## config.mk

```make
export PLATFORM = sky130hd
export DESIGN_NAME = hasti_arbiter
export DESIGN_NICKNAME = d
export VERILOG_FILES = /design/src/rtl/hasti_pkg.sv /design/src/rtl/hasti_skid_buffer.sv /design/src/rtl/hasti_arbiter.sv
export SDC_FILE = /design/constraint.sdc
export NUM_CORES = 1
export LEC_CHECK = 0
export CORE_ASPECT_RATIO = 1.75
export CORE_MARGIN = 1
export CORE_UTILIZATION = 30
export DETAILED_ROUTE_END_ITERATION = 12
export PLACE_DENSITY = 0.67
export SYNTH_ARGS = -nofsm -noshare
export SYNTH_HDL_FRONTEND = slang
export SYNTH_SLANG_ARGS = --single-unit
```

## constraint.sdc

```tcl
create_clock -name clk -period 6.2 [get_ports clk]
set_clock_uncertainty 0.05 [all_clocks]
set_input_delay 1.24 -clock clk [delete_from_list [all_inputs] [get_ports clk]]
set_output_delay 1.24 -clock clk [all_outputs]
set_load 0.005 [all_outputs]
```

## src/rtl/hasti_pkg.sv

```systemverilog
// Shared AHB-Lite definitions for the two-master arbiter: transfer encodings,
// bus widths, the address-phase request bundle and master identifiers.
package hasti_pkg;

    localparam int unsigned ADDR_W = 32;
    localparam int unsigned DATA_W = 32;

    localparam logic [1:0] HTRANS_IDLE   = 2'd0;
    localparam logic [1:0] HTRANS_BUSY   = 2'd1;
    localparam logic [1:0] HTRANS_NONSEQ = 2'd2;
    localparam logic [1:0] HTRANS_SEQ    = 2'd3;

    typedef struct packed {
        logic [ADDR_W-1:0] haddr;
        logic              hwrite;
        logic [2:0]        hsize;
        logic [2:0]        hburst;
        logic [3:0]        hprot;
        logic [1:0]        htrans;
        logic              hmastlock;
    } hasti_req_t;

    typedef enum logic {
        MASTER_0 = 1'b0,
        MASTER_1 = 1'b1
    } master_e;

    function automatic logic req_active(input hasti_req_t r);
        return r.htrans != HTRANS_IDLE;
    endfunction

    // An owner mid-burst or holding a lock keeps the bus.
    function automatic logic req_holds_bus(input hasti_req_t r);
        return (r.htrans == HTRANS_SEQ) || (r.htrans == HTRANS_BUSY) || r.hmastlock;
    endfunction

endpackage

```

## src/rtl/hasti_skid_buffer.sv

```systemverilog
// Single-entry holding register for an address phase that was accepted from a
// master but could not be issued to the slave in the same cycle.
module hasti_skid_buffer
    import hasti_pkg::*;
(
    input  logic       clk,
    input  logic       reset,
    input  logic       i_capture,
    input  logic       i_clear,
    input  hasti_req_t i_req,
    output logic       o_valid,
    output hasti_req_t o_req
);

    logic       r_valid;
    hasti_req_t r_req;

    always_ff @(posedge clk or posedge reset) begin
        if (reset) begin
            r_valid <= 1'b0;
        end else if (i_capture) begin
            r_valid <= 1'b1;
        end else if (i_clear) begin
            r_valid <= 1'b0;
        end
    end

    // Payload is only meaningful while r_valid is set, so it carries no reset.
    always_ff @(posedge clk) begin
        if (i_capture) begin
            r_req <= i_req;
        end
    end

    assign o_valid = r_valid;
    assign o_req   = r_req;

endmodule

```

## src/rtl/hasti_arbiter.sv

```systemverilog
// Two-master round-robin AHB-Lite arbiter onto one slave port, with a skid
// buffer per master so that losing an arbitration never drops a transfer.
module hasti_arbiter
    import hasti_pkg::*;
(
    input  logic              clk,
    input  logic              reset,

    input  logic [ADDR_W-1:0] io_masters_0_haddr,
    input  logic              io_masters_0_hwrite,
    input  logic [2:0]        io_masters_0_hsize,
    input  logic [2:0]        io_masters_0_hburst,
    input  logic [3:0]        io_masters_0_hprot,
    input  logic [1:0]        io_masters_0_htrans,
    input  logic              io_masters_0_hmastlock,
    input  logic [DATA_W-1:0] io_masters_0_hwdata,
    output logic [DATA_W-1:0] io_masters_0_hrdata,
    output logic              io_masters_0_hready,
    output logic              io_masters_0_hresp,

    input  logic [ADDR_W-1:0] io_masters_1_haddr,
    input  logic              io_masters_1_hwrite,
    input  logic [2:0]        io_masters_1_hsize,
    input  logic [2:0]        io_masters_1_hburst,
    input  logic [3:0]        io_masters_1_hprot,
    input  logic [1:0]        io_masters_1_htrans,
    input  logic              io_masters_1_hmastlock,
    input  logic [DATA_W-1:0] io_masters_1_hwdata,
    output logic [DATA_W-1:0] io_masters_1_hrdata,
    output logic              io_masters_1_hready,
    output logic              io_masters_1_hresp,

    output logic [ADDR_W-1:0] io_slave_haddr,
    output logic              io_slave_hwrite,
    output logic [2:0]        io_slave_hsize,
    output logic [2:0]        io_slave_hburst,
    output logic [3:0]        io_slave_hprot,
    output logic [1:0]        io_slave_htrans,
    output logic              io_slave_hmastlock,
    output logic [DATA_W-1:0] io_slave_hwdata,
    input  logic [DATA_W-1:0] io_slave_hrdata,
    input  logic              io_slave_hready,
    input  logic              io_slave_hresp
);

    hasti_req_t w_live [2];
    hasti_req_t w_buf  [2];
    hasti_req_t w_eff  [2];
    hasti_req_t w_sel;
    logic [1:0] w_buf_valid;
    logic [1:0] w_active;
    logic [1:0] w_capture;
    logic [1:0] w_clear;
    logic [1:0] w_own;
    logic [1:0] w_mst_hready;
    logic       w_issue;

    master_e    r_grant;
    master_e    w_grant;
    master_e    r_last_grant;
    master_e    r_dphase_owner;
    logic       r_dphase_valid;

    assign w_live[0] = '{haddr: io_masters_0_haddr, hwrite: io_masters_0_hwrite,
                         hsize: io_masters_0_hsize, hburst: io_masters_0_hburst,
                         hprot: io_masters_0_hprot, htrans: io_masters_0_htrans,
                         hmastlock: io_masters_0_hmastlock};
    assign w_live[1] = '{haddr: io_masters_1_haddr, hwrite: io_masters_1_hwrite,
                         hsize: io_masters_1_hsize, hburst: io_masters_1_hburst,
                         hprot: io_masters_1_hprot, htrans: io_masters_1_htrans,
                         hmastlock: io_masters_1_hmastlock};

    hasti_skid_buffer u_buf0 (
        .clk       (clk),
        .reset     (reset),
        .i_capture (w_capture[0]),
        .i_clear   (w_clear[0]),
        .i_req     (w_live[0]),
        .o_valid   (w_buf_valid[0]),
        .o_req     (w_buf[0])
    );

    hasti_skid_buffer u_buf1 (
        .clk       (clk),
        .reset     (reset),
        .i_capture (w_capture[1]),
        .i_clear   (w_clear[1]),
        .i_req     (w_live[1]),
        .o_valid   (w_buf_valid[1]),
        .o_req     (w_buf[1])
    );

    always_comb begin
        w_eff[0]    = w_buf_valid[0] ? w_buf[0] : w_live[0];
        w_eff[1]    = w_buf_valid[1] ? w_buf[1] : w_live[1];
        w_active[0] = req_active(w_eff[0]);
        w_active[1] = req_active(w_eff[1]);
    end

    // Next-grant logic; grant is frozen while the slave stalls.
    always_comb begin
        w_grant = r_grant;
        if (io_slave_hready && !req_holds_bus(w_eff[r_grant])) begin
            if (w_active[0] && w_active[1]) begin
                w_grant = (r_last_grant == MASTER_0) ? MASTER_1 : MASTER_0;
            end else if (w_active[0]) begin
                w_grant = MASTER_0;
            end else if (w_active[1]) begin
                w_grant = MASTER_1;
            end
        end
    end

    assign w_issue = io_slave_hready && w_active[w_grant];

    always_ff @(posedge clk or posedge reset) begin
        if (reset) begin
            r_grant        <= MASTER_0;
            r_last_grant   <= MASTER_1;
            r_dphase_valid <= 1'b0;
            r_dphase_owner <= MASTER_0;
        end else begin
            r_grant <= w_grant;
            if (io_slave_hready) begin
                r_dphase_valid <= w_issue;
                if (w_issue) begin
                    r_dphase_owner <= w_grant;
                    if (w_eff[w_grant].htrans == HTRANS_NONSEQ) begin
                        r_last_grant <= w_grant;
                    end
                end
            end
        end
    end

    always_comb begin
        w_sel              = w_eff[w_grant];
        io_slave_haddr     = w_sel.haddr;
        io_slave_hwrite    = w_sel.hwrite;
        io_slave_hsize     = w_sel.hsize;
        io_slave_hburst    = w_sel.hburst;
        io_slave_hprot     = w_sel.hprot;
        io_slave_hmastlock = w_sel.hmastlock;
        io_slave_htrans    = w_active[w_grant] ? w_sel.htrans : HTRANS_IDLE;
    end

    assign w_own[0] = r_dphase_valid && (r_dphase_owner == MASTER_0);
    assign w_own[1] = r_dphase_valid && (r_dphase_owner == MASTER_1);

    assign w_mst_hready[0] = w_own[0] ? io_slave_hready : ~w_buf_valid[0];
    assign w_mst_hready[1] = w_own[1] ? io_slave_hready : ~w_buf_valid[1];

    // A master seeing hready=1 considers its address phase taken, so anything
    // live that does not issue this cycle (lost arbitration or slave stall) is held.
    assign w_capture[0] = req_active(w_live[0]) && w_mst_hready[0] && !w_buf_valid[0]
                          && !(w_issue && (w_grant == MASTER_0));
    assign w_capture[1] = req_active(w_live[1]) && w_mst_hready[1] && !w_buf_valid[1]
                          && !(w_issue && (w_grant == MASTER_1));
    assign w_clear[0]   = w_issue && (w_grant == MASTER_0);
    assign w_clear[1]   = w_issue && (w_grant == MASTER_1);

    assign io_slave_hwdata     = (r_dphase_owner == MASTER_1) ? io_masters_1_hwdata
                                                              : io_masters_0_hwdata;
    assign io_masters_0_hrdata = io_slave_hrdata;
    assign io_masters_1_hrdata = io_slave_hrdata;
    assign io_masters_0_hready = w_mst_hready[0];
    assign io_masters_1_hready = w_mst_hready[1];
    assign io_masters_0_hresp  = w_own[0] ? io_slave_hresp : 1'b0;
    assign io_masters_1_hresp  = w_own[1] ? io_slave_hresp : 1'b0;

endmodule
```

==> results of run 1 <==
## worst min-delay path by stage
stage / from / to / slack, ps / depth (start not counted)
after floorplan: r_last_grant / r_last_grant / 410 / 2
after global placement: r_last_grant / r_last_grant / 420 / 2
after detailed placement: r_last_grant / r_last_grant / 440 / 2
after CTS: r_last_grant / r_last_grant / 450 / 2
after global routing: r_last_grant / r_last_grant / 480 / 2
final: r_last_grant / r_last_grant / 450 / 2
## flip-flops by register name, summed over array words and instances, names as in the netlist
name            cells
r_dphase_owner      1
r_dphase_valid      1
r_grant             1
r_last_grant        1
u_buf0.o_req       46
u_buf0.o_valid      1
u_buf1.o_req       46
u_buf1.o_valid      1
## report_power, final
part / leakage, nW / total [mW] / internal, mW / switching, mW
combinational: 2.32 / 1.30 / 0.720 / 0.578
sequential: 0.909 / 0.872 / 0.833 / 0.0396
clock: 0.149 / 0.585 / 0.320 / 0.265
## cells in the final DEF, fill, tap and decap left out, types with 2 or more instances in the layout
cell type,synthesis,layout
a2111oi_4,1,2
a21oi_1,5,5
a31oi_1,2,2
a32o_1,2,2
buf_4,67,7
clkbuf_16,0,9
clkdlybuf4s50_1,0,241
clkinv_4,0,2
dfrtp_1,5,3
dfrtp_2,0,2
edfxtp_1,92,92
inv_1,4,4
inv_6,0,2
mux2_2,33,33
mux2i_1,137,137
nand2_1,8,8
nand2b_1,2,2
nor2_1,10,10
nor3_1,2,2
o21ai_1,2,2
## cell type report
cell class	count	area, sq um	area share, %
Sequential cell	98	2920	35.9
Timing Repair Buffer	249	2480	30.6
Multi-Input combinational cell	220	2090	25.8
Tap cell	234	293	3.61
Clock buffer	9	225	2.78
Clock inverter	7	83.8	1.03
Inverter	5	18.8	0.231
## cells by family after synthesis
logic type / count (synthesis) / synth area share (%)
multiplexers: 170 / 31.0
flip-flops: 98 / 51.9
buffers and inverters: 91 / 11.1
AND/OR/NAND/NOR: 27 / 2.18
AO/OA/AOI/OAI: 23 / 3.81
## synthesized netlist by cell type, types with 2 or more instances
| library cell | count | area [sq um] |
|---|---|---|
| inv_1 | 4 | 15.0 |
| a31oi_1 | 2 | 12.5 |
| edfxtp_1 | 92 | 2760 |
| mux2_2 | 33 | 372 |
| buf_2 | 2 | 10.0 |
| clkbuf_1 | 10 | 37.5 |
| o21ai_1 | 2 | 10.0 |
| a21oi_1 | 5 | 25.0 |
| buf_1 | 4 | 15.0 |
| mux2i_1 | 137 | 1370 |
| dfrtp_1 | 5 | 125 |
| nor3_1 | 2 | 10.0 |
| nand2b_1 | 2 | 12.5 |
| buf_6 | 2 | 22.5 |
| nor2_1 | 10 | 37.5 |
| nand2_1 | 8 | 30.0 |
| a32o_1 | 2 | 20.0 |
| buf_4 | 67 | 503 |
## layer usage
layer | GRT usage, % | routed length (microns) | vias to the layer above
met1 | 21.0 | 7020 | 1901
met2 | 34.6 | 9540 | 238
met5 | 0 | 55 | -
met4 | 11.2 | 992 | 8
met3 | 12.3 | 2890 | 73
li1 | - | - | 1818
## critical path: cells and delay by family
| kind | cells | cell delay (ps) |
|---|---|---|
| buf+inv | 3 | 1500 |
| compound gates | 2 | 1030 |
| simple gates | 2 | 350 |
| mux | 1 | 270 |
==> qor.txt, run 1 <==
CTS tree = built
Critical path arrival = 4410 ps
Leakage power = 3.38 nW
Die Span X = 105 microns
Die area = 0.0193 sq mm
Post-synthesis sequential area ratio = 51.9%
R2R Path End = u_buf1.o_req[41]
CP Launch Point = io_masters_1_htrans[0]
GR Util All Layers = 21.1%
R2r setup slk = 2500 ps
Setup TNS = 0 ps
Slowest stage delay, CP = 800 ps
Final hold vios = 0
Cell Pwr Density = 340 mW/mm^2
# fillers = 1687
Fin crit share = 92.0%
Cells after Synth = 409
Worst path slowest cell = o221ai_4
Max-Cap Viols = 0
Die Ht = 183 microns
First-pass GRT wire length = 28.7 mm
# clock sinks = 98
Slew Limit Fails = 0
Headroom to the max-slew limit = 32.5%
Setup bufs post-CTS = 0
Synthesized area = 0.00562 sq mm
Mapped Nets = 601
Post-route core utilization = 44.5%
Status = finished, final reports clean
GR Overflow Total = 0
Clock root buffer = clkbuf_16
Top_reg_cell synth = edfxtp_1
Final WS setup = 497 ps
R2R Path Start = u_buf1.o_req[1]
CP startpoint kind = input port
DP Cell Count = 806
Layout Cells excl Fill = 822
1st-pass router iterations = 4
Placer Congestion = 0.763
Worst-margin pin slew = 1010 ps
Fin Hold WS = 448 ps
ANT cells = 0
Worst setup EP type = primary output
Port Buffers = 241
Synth async-reset ratio = 6.12%
Critical Path RT = 4910 ps
Num rows = 65
Initial antenna violation count = 4
Cts hold-fix bufs = 0
Crit path top cell by count = clkdlybuf4s50_1
Avg Cell Area, Syn = 13.7 sq um
Initial Util = 30.8%
Pwr Total = 2.75 mW
Critical-path maximum fanout = 20
Vias per cell = 4.91
Clock period minus worst slack = 5700 ps
Area grow syn2layout = 44.5%
Highest Clock Rate = 175 MHz
DRC viols = 0
Initial DRC Count = 202
Max Root-Sink Buffers = 2
RSZ-0062 raised after global routing = no
Routed wire length per instance = 24.9 microns
EDFF count, synth = 92
Nets@finish = 775
CTS resizes = 0
Reg clk slew, reported paths = 70 ps
# setup viols final = 0
CTS buffer count = 9
Routed Antenna Nets = 0
Reg2Reg Depth = 7
Pre-CTS setup slack = 505 ps
FF+latch count, synth = 98
CORE AREA = 0.0182 sq mm
Wirelength, routed = 20.5 mm
Largest net degree at the start of global routing = 48
VDD IR max = 174 uV
Worst Hold Class = flip-flop to flip-flop
Clock latency on the worst-skew pair = 340 ps
Synth warnings = 0
Fin area = 0.00811 sq mm
Crit path to = io_slave_haddr[29]
CTS H-tree lvls = 3
Total I/O pin count = 338
HPWL after DPL = 16.3 mm
Vias in the first global route = 4418
CP Cell Sequence = clkdlybuf4s50_1 > o21bai_2 > nand2_1 > and2_1 > o221ai_4 > buf_4 > mux2i_1 > clkdlybuf4s50_1
Setup Crit Path Kind = input port to primary output
Via count = 4038
Post-synthesis cell type count = 38
Layout cells sized above 1 = 11.2%
Placed cell areas = 0.00780 sq mm
Note: power is estimated with default switching activity, not from simulation.
==> inputs of run 2 (changes only) <==
CELL_PAD_IN_SITES_DETAIL_PLACEMENT = 0   (was unset)
CELL_PAD_IN_SITES_GLOBAL_PLACEMENT = 1   (was unset)
CORE_MARGIN = 2   (was 1)
CORE_UTILIZATION = 28   (was 30)
PLACE_DENSITY = unset   (was 0.67)
PLACE_DENSITY_LB_ADDON = 0.1   (was unset)
SKIP_LAST_GASP = 1   (was unset)
==> run 2 against run 1 <==
Against the previous run: via count is 2.4% lower; clock power is 3.9% lower; sequential power is 13% higher; core utilization is 3.4 points lower; flip-flop and latch count stayed put; combinational power is 14% lower; design area hardly changed; wire length is 20% lower; final cell count is 1.5% higher; critical path type unchanged; largest power group unchanged.
==> qor.txt, run 2 (same netlist as run 1, synthesis figures left out) <==
Status = finished, final reports clean
Max-Cap Viols = 0
VDD IR max = 147 uV
Routed Antenna Nets = 0
Cell Pwr Density = 329 mW/mm^2
Reg2Reg Depth = 7
Max Root-Sink Buffers = 2
Clock period minus worst slack = 5210 ps
GR Util All Layers = 15.0%
Hold Crit Depth = 2
# clock sinks = 98
Critical-path maximum fanout = 29
Fin area = 0.00812 sq mm
Layout cells sized above 1 = 10.7%
Num rows = 68
Placed cell areas = 0.00782 sq mm
# setup viols final = 0
Slew Limit Fails = 0
Reg clk slew, reported paths = 60 ps
R2R Path End = u_buf1.o_req[44]
Clock latency on the worst-skew pair = 340 ps
CORE AREA = 0.0197 sq mm
Die area = 0.0212 sq mm
Setup Crit Path Kind = input port to primary output
Final hold vios = 0
Clock root buffer = clkbuf_16
Hold path endpoint = r_last_grant
Hold path start = r_last_grant
GR Overflow Total = 0
Vias per cell = 4.73
Initial Util = 28.4%
R2R Path Start = u_buf1.o_valid
1st-pass router iterations = 4
Setup TNS = 0 ps
Critical Path RT = 4910 ps
Die Ht = 191 microns
# fillers = 1932
Initial antenna violation count = 1
CP Cell Sequence = clkdlybuf4s50_1 > o21bai_2 > nand2_1 > and2_1 > o221ai_4 > buf_12 > mux2i_1 > clkdlybuf4s50_1
CTS resizes = 0
HPWL after DPL = 11.9 mm
Wirelength, routed = 16.4 mm
First-pass GRT wire length = 24.4 mm
Slowest stage delay, CP = 540 ps
R2r setup slk = 2400 ps
Fin crit share = 84.1%
CTS H-tree lvls = 3
Cts hold-fix bufs = 0
CTS buffer count = 9
Highest Clock Rate = 192 MHz
Worst setup EP type = primary output
Worst-margin pin slew = 1010 ps
Worst Hold Class = flip-flop to flip-flop
Most common cell after layout, fill and taps aside = clkdlybuf4s50_1
Routed wire length per instance = 19.7 microns
Largest net degree at the start of global routing = 57
Initial DRC Count = 96
Nets@finish = 775
Leakage power = 3.38 nW
Storage element area = 0.00292 sq mm
Setup bufs post-CTS = 0
Placer Congestion = 0.798
Worst path slowest cell = clkdlybuf4s50_1
Die Span X = 111 microns
Total I/O pin count = 338
Area of the multi-input gates = 0.00209 sq mm
DRC viols = 0
Port Buffers = 241
CP startpoint kind = input port
RSZ-0062 raised after global routing = no
Crit path top cell by count = clkdlybuf4s50_1
Vias in the first global route = 4384
Via count = 3942
Headroom to the max-slew limit = 32.8%
Area grow syn2layout = 44.5%
CTS tree = built
Most frequent cells in the layout = clkdlybuf4s50_1, mux2i_1, edfxtp_1
Critical path arrival = 3920 ps
## run 2: cell count changes in the layout (fill, tap and decap cells not counted)
| cell | change |
|---|---|
| clkbuf_8 | +1 |
| clkbuf_1 | +3 |
| inv_6 | -2 |
| clkinv_2 | +2 |
| dfrtp_2 | -2 |
| inv_8 | -1 |
| clkinv_4 | -2 |
| diode_2 | +1 |
| dfrtp_4 | +2 |
| clkinvlp_4 | -1 |
## run 2: per-stage QoR
step	setup WS (ps)	hold WS, ps	util [%]	power, mW	std cells
2_1_floorplan	721	409	-	1.53	409
3_3_place_gp	988	420	39.6	2.14	817
3_5_place_dp	955	428	39.6	2.15	817
4_1_cts	950	439	41.1	2.72	833
5_1_grt	809	463	41.1	2.81	834
6_report	986	453	41.1	2.67	834
## run 2: cell type report
type | instances | share of cell area, %
inverter | 5 | 0.231
multi-input combinational | 220 | 25.8
antenna | 1 | 0.0308
tap | 245 | 3.78
sequential | 98 | 36.0
timing repair buffer | 249 | 30.6
clock buffer | 13 | 3.08
clock inverter | 3 | 0.493
## run 2: how the worst max path moves through the flow
stage,to,cells past startpoint,from
2_1_floorplan,u_buf1.o_req[0],6,io_masters_1_htrans[0]
3_3_place_gp,io_slave_haddr[31],8,io_masters_0_htrans[0]
3_5_place_dp,io_slave_haddr[31],8,io_masters_1_htrans[0]
4_1_cts,io_slave_haddr[31],8,io_masters_1_htrans[0]
5_1_grt,io_slave_haddr[31],8,io_masters_1_htrans[0]
6_report,io_slave_haddr[31],8,io_masters_1_htrans[0]
## run 2: report_power, final
part	total, mW	internal, mW	switching [mW]
registers	0.983	0.832	0.151
clock network	0.562	0.323	0.238
logic	1.12	0.719	0.404
## run 2: metal layers
layer	track usage [%]	up-vias	routed length [microns]
met5	0	-	0
met4	6.60	0	483
met3	4.50	32	1310
met2	28.7	230	8810
met1	15.0	1860	5840
li1	-	1820	-
## run 2: worst max-delay path, delay by kind of cell
kind	cells	cell delay, ps
buffers and inverters	3	1350
AOI/OAI and AO/OA	2	670
and+or+nand+nor	2	360
muxes	1	280
==> inputs of run 3 (changes only) <==
clock period = 5.4 ns   (was 6.2 ns; I/O delays follow)
==> run 3 against run 2 <==
Against the previous run: design area decreased by 0.14%; combinational power is 24% higher; die area did not move; setup slack got worse by 450 ps; critical path depth unchanged; global-route usage up 0.24 points; wire length fell by 0.81%; power grew 13%; worst hold slack got worse by 16 ps; sequential share of layout area rose by 0.050 points; count of clock-buffer cells in the layout shrank 1; via count is 0.33% higher; critical endpoint is now io_slave_haddr[17].
==> qor.txt, run 3 (same netlist as run 1, synthesis figures left out) <==
Status = finished, final reports clean
Slowest stage delay, CP = 570 ps
Worst path slowest cell = clkdlybuf4s50_1
Initial antenna violation count = 2
CTS tree = built
Setup Crit Path Kind = input port to primary output
Reg clk slew, reported paths = 60 ps
Initial Util = 28.4%
Vias in the first global route = 4483
CP Launch Point = io_masters_0_htrans[0]
Crit path buf inv count = 3
Fin crit share = 90.2%
Cts hold-fix bufs = 0
Routed Antenna Nets = 0
Setup bufs post-CTS = 0
Die Ht = 191 microns
Clock root buffer = clkbuf_16
DP Cell Count = 820
Routed wire length per instance = 19.5 microns
CORE AREA = 0.0197 sq mm
Max Root-Sink Buffers = 2
Slew Limit Fails = 0
Most frequent cells in the layout = clkdlybuf4s50_1, mux2i_1, edfxtp_1
R2R Path End = u_buf0.o_req[12]
Largest net degree at the start of global routing = 39
Crit path to = io_slave_haddr[17]
Worst-margin pin slew = 656 ps
Wirelength, routed = 16.3 mm
CTS buffer count = 9
Critical Path RT = 4270 ps
# clock sinks = 98
Leakage power = 3.38 nW
Worst Hold Class = flip-flop to flip-flop
Layout Cells excl Fill = 838
Pre-CTS setup slack = 503 ps
Sw Share = 30.2%
Critical-path maximum fanout = 18
Internal power = 2.10 mW
Die area = 0.0212 sq mm
Via count = 3955
Die Span X = 111 microns
Switching power = 909 uW
1st-pass router iterations = 4
Port Buffers = 241
Fin Hold WS = 437 ps
Worst setup EP type = primary output
Vias per cell = 4.72
# setup viols final = 0
Total I/O pin count = 338
Highest Clock Rate = 205 MHz
Area grow syn2layout = 44.3%
R2r setup slk = 2300 ps
R2R Path Start = u_buf1.o_valid
Placer Congestion = 0.793
Final WS setup = 531 ps
Logic pwr share = 46.0%
Delay-heaviest family, CP = buffers and inverters
DRC viols = 0
Clock network fraction of design power = 19.7%
Crit path top cell by count = clkdlybuf4s50_1
Reg2Reg Depth = 7
Clock latency on the worst-skew pair = 340 ps
Headroom to the max-slew limit = 56.2%
Hold Crit Depth = 2
VDD IR max = 168 uV
# fillers = 1911
Cell Pwr Density = 371 mW/mm^2
Nets@finish = 778
Setup TNS = 0 ps
CTS H-tree lvls = 3
Final hold vios = 0
Flop pwr share = 34.3%
WP depth = 8
HPWL after DPL = 12.4 mm
Max-Cap Viols = 0
First-pass GRT wire length = 24.8 mm
CP Cell Sequence = clkdlybuf4s50_1 > nor3_1 > a21oi_1 > nand2_1 > o221ai_4 > buf_4 > mux2i_1 > clkdlybuf4s50_1
Critical path arrival = 3740 ps
Clock period minus worst slack = 4870 ps
Most common cell after layout, fill and taps aside = clkdlybuf4s50_1
Pwr Total = 3.01 mW
GR Util All Layers = 15.3%
Initial DRC Count = 107
GR Overflow Total = 0
RSZ-0062 raised after global routing = no
Num rows = 68
CP startpoint kind = input port
Layout cells sized above 1 = 11.3%
CTS resizes = 0
-- run 3: cell types whose count changed in the layout (fill, tap and decap cells not counted), sizes merged --
cell / previous run / this run
diode: 1 / 2
bufinv: 1 / 0
clkinv: 2 / 4
clkbuf: 13 / 12
buf: 8 / 11
-- run 3: worst min path at each step --
stage / start / endpoint / slack, ps
2_1_floorplan: r_last_grant / r_last_grant / 410
3_3_place_gp: r_last_grant / r_last_grant / 430
4_1_cts: r_last_grant / r_last_grant / 440
5_1_grt: r_last_grant / r_last_grant / 460
3_5_place_dp: r_last_grant / r_last_grant / 430
6_report: r_last_grant / r_last_grant / 440
-- run 3: tightest hold or removal path: stages, from the launching register on --
cell     delay, ps
dfstp_2        370
nand2_1         50
a21oi_1         60
-- run 3: area by class of cell --
cell class | count | area [sq um] | share of cell area (%)
clock buffers | 12 | 246 | 3.04
diodes | 2 | 5.00 | 0.0617
well taps | 245 | 307 | 3.78
flip-flops and latches | 98 | 2920 | 36.0
inverters | 5 | 18.8 | 0.232
repair buffers | 252 | 2490 | 30.8
clock inverters | 4 | 20.0 | 0.247
multi-input cells | 220 | 2090 | 25.8
-- run 3: stage by stage --
step	utilization [%]	instance area, sq um
floorplan	-	5620
global placement	39.7	7830
detailed placement	39.7	7830
CTS	41.0	8100
global route	41.1	8110
finish	41.1	8110
-- run 3: power groups by stage --
| stage | Clock [mW] | Sequential, mW | Combinational (mW) |
|---|---|---|---|
| detailed placement | 0 | 1.05 | 1.41 |
| global route | 0.654 | 1.04 | 1.49 |
| global placement | 0 | 1.05 | 1.41 |
| CTS | 0.623 | 1.03 | 1.42 |
| finish | 0.592 | 1.03 | 1.39 |
| floorplan | 0 | 0.999 | 0.761 |
-- run 3: layer usage --
layer / GRT usage [%] / share of wire, %
met1: 14.7 / 34
met2: 29.2 / 55
met3: 5.26 / 8.6
met4: 6.70 / 2.6
met5: 0 / 0
